===== src/rtl/uart_rx.sv =====
// 8N1 UART receiver on an OVERSAMPLE x baud clock: two-flop line synchronizer,
// mid-bit sampling, glitch start rejection and stop-bit framing check.
module uart_rx #(
  parameter int OVERSAMPLE = 16,
  parameter int DATA_BITS  = 8
) (
  input  logic                 rx_clk,
  input  logic                 rst,
  input  logic                 en,
  input  logic                 data_in,
  output logic [DATA_BITS-1:0] data_out,
  output logic                 start,
  output logic                 busy,
  output logic                 done,
  output logic                 frame_err
);

  localparam int CW = (OVERSAMPLE > 1) ? $clog2(OVERSAMPLE) : 1;
  localparam int BW = (DATA_BITS > 1) ? $clog2(DATA_BITS) : 1;

  localparam logic [CW-1:0] CNT_ZERO = {CW{1'b0}};
  localparam logic [CW-1:0] CNT_ONE  = CW'(1);
  localparam logic [CW-1:0] CNT_HALF = CW'(OVERSAMPLE / 2 - 1);
  localparam logic [CW-1:0] CNT_LAST = CW'(OVERSAMPLE - 1);
  localparam logic [BW-1:0] BIT_ZERO = {BW{1'b0}};
  localparam logic [BW-1:0] BIT_ONE  = BW'(1);
  localparam logic [BW-1:0] BIT_LAST = BW'(DATA_BITS - 1);

  typedef enum logic [2:0] {
    ST_IDLE      = 3'd0,
    ST_START     = 3'd1,
    ST_DATA      = 3'd2,
    ST_STOP      = 3'd3,
    ST_WAIT_IDLE = 3'd4
  } state_t;

  state_t               state_q, state_d;
  logic                 sync1_q, sync1_d;
  logic                 sync2_q, sync2_d;
  logic [CW-1:0]        cnt_q, cnt_d;
  logic [BW-1:0]        bit_idx_q, bit_idx_d;
  logic [DATA_BITS-1:0] shift_q, shift_d;
  logic [DATA_BITS-1:0] data_q, data_d;
  logic                 start_q, start_d;
  logic                 busy_q, busy_d;
  logic                 done_q, done_d;
  logic                 frame_err_q, frame_err_d;
  logic                 line_s;

  assign line_s = sync2_q;

  // Next-state and output decode for the receive FSM.
  always_comb begin
    sync1_d     = data_in;
    sync2_d     = sync1_q;
    state_d     = state_q;
    cnt_d       = cnt_q;
    bit_idx_d   = bit_idx_q;
    shift_d     = shift_q;
    data_d      = data_q;
    start_d     = 1'b0;
    done_d      = 1'b0;
    frame_err_d = 1'b0;

    case (state_q)
      ST_IDLE: begin
        if (en && !line_s) begin
          state_d = ST_START;
          cnt_d   = CNT_ZERO;
        end else begin
          state_d = ST_IDLE;
        end
      end

      // Re-check the line half a bit in so short low glitches are dropped.
      ST_START: begin
        if (!en) begin
          state_d = ST_IDLE;
        end else if (cnt_q == CNT_HALF) begin
          if (!line_s) begin
            start_d   = 1'b1;
            state_d   = ST_DATA;
            cnt_d     = CNT_ZERO;
            bit_idx_d = BIT_ZERO;
          end else begin
            state_d = ST_IDLE;
            cnt_d   = CNT_ZERO;
          end
        end else begin
          cnt_d = cnt_q + CNT_ONE;
        end
      end

      ST_DATA: begin
        if (!en) begin
          state_d = ST_IDLE;
        end else if (cnt_q == CNT_LAST) begin
          shift_d = {line_s, shift_q[DATA_BITS-1:1]};
          cnt_d   = CNT_ZERO;
          if (bit_idx_q == BIT_LAST) begin
            state_d = ST_STOP;
          end else begin
            bit_idx_d = bit_idx_q + BIT_ONE;
          end
        end else begin
          cnt_d = cnt_q + CNT_ONE;
        end
      end

      // Returning to IDLE at the stop midpoint leaves half a bit to catch the next start.
      ST_STOP: begin
        if (!en) begin
          state_d = ST_IDLE;
        end else if (cnt_q == CNT_LAST) begin
          cnt_d = CNT_ZERO;
          if (line_s) begin
            data_d  = shift_q;
            done_d  = 1'b1;
            state_d = ST_IDLE;
          end else begin
            frame_err_d = 1'b1;
            state_d     = ST_WAIT_IDLE;
          end
        end else begin
          cnt_d = cnt_q + CNT_ONE;
        end
      end

      ST_WAIT_IDLE: begin
        if (line_s) begin
          state_d = ST_IDLE;
        end else begin
          state_d = ST_WAIT_IDLE;
        end
      end

      default: begin
        state_d = ST_IDLE;
        cnt_d   = CNT_ZERO;
      end
    endcase

    busy_d = (state_d != ST_IDLE);
  end

  // State, synchronizer and registered outputs; synchronizer resets to idle-high.
  always_ff @(posedge rx_clk or negedge rst) begin
    if (!rst) begin
      state_q     <= ST_IDLE;
      sync1_q     <= 1'b1;
      sync2_q     <= 1'b1;
      cnt_q       <= CNT_ZERO;
      bit_idx_q   <= BIT_ZERO;
      shift_q     <= {DATA_BITS{1'b0}};
      data_q      <= {DATA_BITS{1'b0}};
      start_q     <= 1'b0;
      busy_q      <= 1'b0;
      done_q      <= 1'b0;
      frame_err_q <= 1'b0;
    end else begin
      state_q     <= state_d;
      sync1_q     <= sync1_d;
      sync2_q     <= sync2_d;
      cnt_q       <= cnt_d;
      bit_idx_q   <= bit_idx_d;
      shift_q     <= shift_d;
      data_q      <= data_d;
      start_q     <= start_d;
      busy_q      <= busy_d;
      done_q      <= done_d;
      frame_err_q <= frame_err_d;
    end
  end

  assign data_out  = data_q;
  assign start     = start_q;
  assign busy      = busy_q;
  assign done      = done_q;
  assign frame_err = frame_err_q;

endmodule


===== config.mk =====
export PLATFORM = sky130hd
export DESIGN_NAME = uart_rx
export DESIGN_NICKNAME = d
export VERILOG_FILES = /design/src/rtl/uart_rx.sv
export SDC_FILE = /design/constraint.sdc
export NUM_CORES = 1
export LEC_CHECK = 0
export BUFFER_PORTS_ARGS = -buffer_cell sky130_fd_sc_hd__buf_2
export CELL_PAD_IN_SITES_DETAIL_PLACEMENT = 1
export CELL_PAD_IN_SITES_GLOBAL_PLACEMENT = 1
export CORE_UTILIZATION = 35
export CTS_CLUSTER_DIAMETER = 40
export DETAILED_ROUTE_END_ITERATION = 10
export GPL_TIMING_DRIVEN = 0
export PLACE_DENSITY_LB_ADDON = 0.1
export SLEW_MARGIN = 20
export SYNTH_ARGS = -nofsm -noshare
export SYNTH_HDL_FRONTEND = slang
export SYNTH_SLANG_ARGS = --single-unit

===== constraint.sdc =====
create_clock -name rx_clk -period 3.75 [get_ports rx_clk]
set_clock_uncertainty 0.1 [all_clocks]
set_input_delay 0.1875 -clock rx_clk [delete_from_list [all_inputs] [get_ports rx_clk]]
set_output_delay 0.1875 -clock rx_clk [all_outputs]
set_load 0.01 [all_outputs]

==> results.ini <==
[clock_tree]
cts.sinks = 32
cts_resized = 0
ctsHtreeMaxLevel = 2
clk_latency_ns = 0.28
ctsHoldBuffers = 2
cts_buffer_depth = 2
cts_tree = yes
clock-root-buffer = clkbuf_8
clk_pin_slew_ns = 0.07
post-cts-setup-buffers = 0
cts_buffers = 5

[placed_design]
dp_hpwl_um = 1868
place_ws_ns = 1.780
port_buffers = 15
gp_congestion = 0.7429

[worst_setup_path]
r2r_end = data_out[6]
cp-startpoint = cnt_q[0]
cp_slowest_stage_delay_ns = 0.39
reg2regPathDepth = 6
crit_path_max_fanout = 9
startpoint_type = flip-flop
crit_chain = ha_1 > and3_1 > nand4_2 > or2_1 > buf_6 > mux2_4
worstReg2RegStart = cnt_q[0]
slowest_stage = dfrtp_1
crit_type = reg -> reg
worstSetupEndpoint = data_out[6]
cp.arrival_ns = 2.05
r2r_slack_ns = 1.76
cp-end-kind = flip-flop
required_ns = 3.81

[synthesis]
postSynth.asyncResetShare = 1.000
synthAdderAreaFrac = 0.02604
synth_seq_cells = 32
synth_most_common_cell = dfrtp_1
synth_edf_count = 0
yosys.cell_types.count = 36
synth_top_area_cell = dfrtp_1
synth_warnings = 0
synth_area_mm2 = 0.001441
synth_top_area_share = 0.5208
synth-compound-area-share = 0.08333
synth_top_family_by_area = multiplexers
synth-simple-area-share = 0.1450
synthTopCellsByArea = dfrtp_1 52%, mux2_4 8.3%, mux2_2 7.0%
syn_avg_cell_area_um2 = 13.10
synth-seq-area-share = 0.5573
syn_inst = 110
synth_xor_area_frac = 0
synth_ff_type = dfrtp_1
muxShareOfSynthArea = 0.1536
syn_nets = 117
yosys-top-cells-count = 30 x dfrtp_1, 9 x mux2_2, 8 x mux2_4, 8 x nor2_1, 6 x nand2_1

[timing]
setup_viol = 0
whs_ns = 0.2574
post-route-period-util = 0.5296
grt_setup_unrepaired = false
setup_slack_ns = 1.764
min_period_ns = 1.986
hold_viol_final = 0
drv_slew = 0
worst_pin_slew_ns = 0.7235
max-slew-margin-rel = 0.5177
fin_setup_tns_ns = 0
fmax_mhz = 503.5

[floorplan]
pin_count = 16
rows = 22
die_area_mm2 = 0.004379
coreArea_mm2 = 0.003799
die_w_um = 66.18
die_h_um = 66.18
initial_core_util = 0.3794

[finish]
drive_gt1_frac = 0.3704
area_growth_pct = 18.23
nNetsFinal = 141
antenna_cells = 0
final_core_util = 0.4486

[pwr]
p_sw_w = 0.0001502
swShare = 0.2116
power_w = 0.0007097
internal_power_w = 0.0005595
power.leakage_nw = 0.9070
p_per_area_mw_per_mm2 = 416.4
power_frac_seq = 0.505
vdd_drop_max_uv = 245.5
p_comb_frac = 0.040
power.share.clock = 0.455

[routing]
avgRoutedWirePerCell_um = 14.81
route.detailed.drc = 0
ant_nets = 0
dr_total_vias = 930
first_pass_iters = 4
drt-total-wl_um = 2710
drt_iter0_drc = 69
vias_per_cell = 5.082

[global_route]
track_usage = 0.1470
grt_pass1_wl_um = 4623
grt_pass1_vias = 955
antenna_found_initial = 0
grt_overflow = 0
grt_max_degree = 33

[run]
max-cap-violations = 0

[run_status]
status = completed

[hold_path]
hold_path_class = reg -> reg

worst max-delay path: cells and delay by family (launching register included):
| kind | cells | cell delay, ns |
|---|---|---|
| buffers and inverters | 1 | 0.16 |
| DFF | 1 | 0.39 |
| and+or+nand+nor | 3 | 0.60 |
| adders and majority gates | 1 | 0.31 |
| muxes | 1 | 0.30 |
cells in the final DEF (no fill, tap or decap), types with 3 or more instances in the layout:
cell	synthesis	layout
mux2_4	8	8
mux2_2	9	9
dfrtp_1	30	30
buf_2	1	16
clkbuf_8	0	5
a21oi_1	3	3
inv_1	4	4
nor2_1	8	8
nand2_1	6	6
o21ai_0	3	3
ha_1	3	3
registers in the layout, summed over array words and instances, names as in the netlist:
register and flops:
bit_idx_q 3, sync1_q 1, data_out 8, busy 1
start 1, done 1, shift_q 8, cnt_q 4
state_q 3, line_s 1, frame_err 1
stage by stage:
step,cell area [µm²],std cells
finish,1704,183
floorplan,1441,110
global placement,1577,173
detailed placement,1577,173
global route,1704,183
CTS,1704,183
power groups by stage:
stage | clock network, W | registers, W | logic [W]
2_1_floorplan | 0 | 0.000363 | 0.0000139
3_3_place_gp | 0 | 0.000364 | 0.0000264
3_5_place_dp | 0 | 0.000364 | 0.0000280
4_1_cts | 0.000336 | 0.000358 | 0.0000293
5_1_grt | 0.000346 | 0.000359 | 0.0000326
6_report | 0.000323 | 0.000358 | 0.0000284
worst min path at each step:
stage	from	cells past startpoint	to	slack (ns)
6_report	sync1_q	0	line_s	0.26
5_1_grt	sync1_q	0	line_s	0.26
4_1_cts	sync1_q	0	line_s	0.25
3_5_place_dp	rst	1	cnt_q[1]	0.19
3_3_place_gp	rst	1	cnt_q[1]	0.18
2_1_floorplan	rst	0	bit_idx_q[0]	-0.21
kinds of logic (layout without fill, tap and decap cells):
logic type	Yosys count	in the layout
multiplexers	17	17
AO/OA/AOI/OAI	17	17
flip-flops	32	32
AND/OR/NAND/NOR	33	33
buffers and inverters	8	33
adder cells (fa/ha/maj)	3	3
metal layers:
layer | vias to the layer above | track usage | routed length [µm]
met5 | - | 0 | 0
met4 | 0 | 0.06383 | 49
met1 | 466 | 0.2087 | 1375
met3 | 5 | 0.04138 | 90
met2 | 16 | 0.2066 | 1194
li1 | 443 | - | -
final cells by class:
| class | instances | area, µm² |
|---|---|---|
| fill | 416 | 2095 |
| tap | 48 | 60.06 |
| inverter | 4 | 15.01 |
| timing repair buffer | 17 | 95.09 |
| clock buffer | 6 | 72.57 |
| buffer | 4 | 35.03 |
| clock inverter | 2 | 35.03 |
| multi-input combinational | 70 | 588.1 |
| sequential | 32 | 803.3 |
No activity file was read; power rests on OpenSTA's default activity.
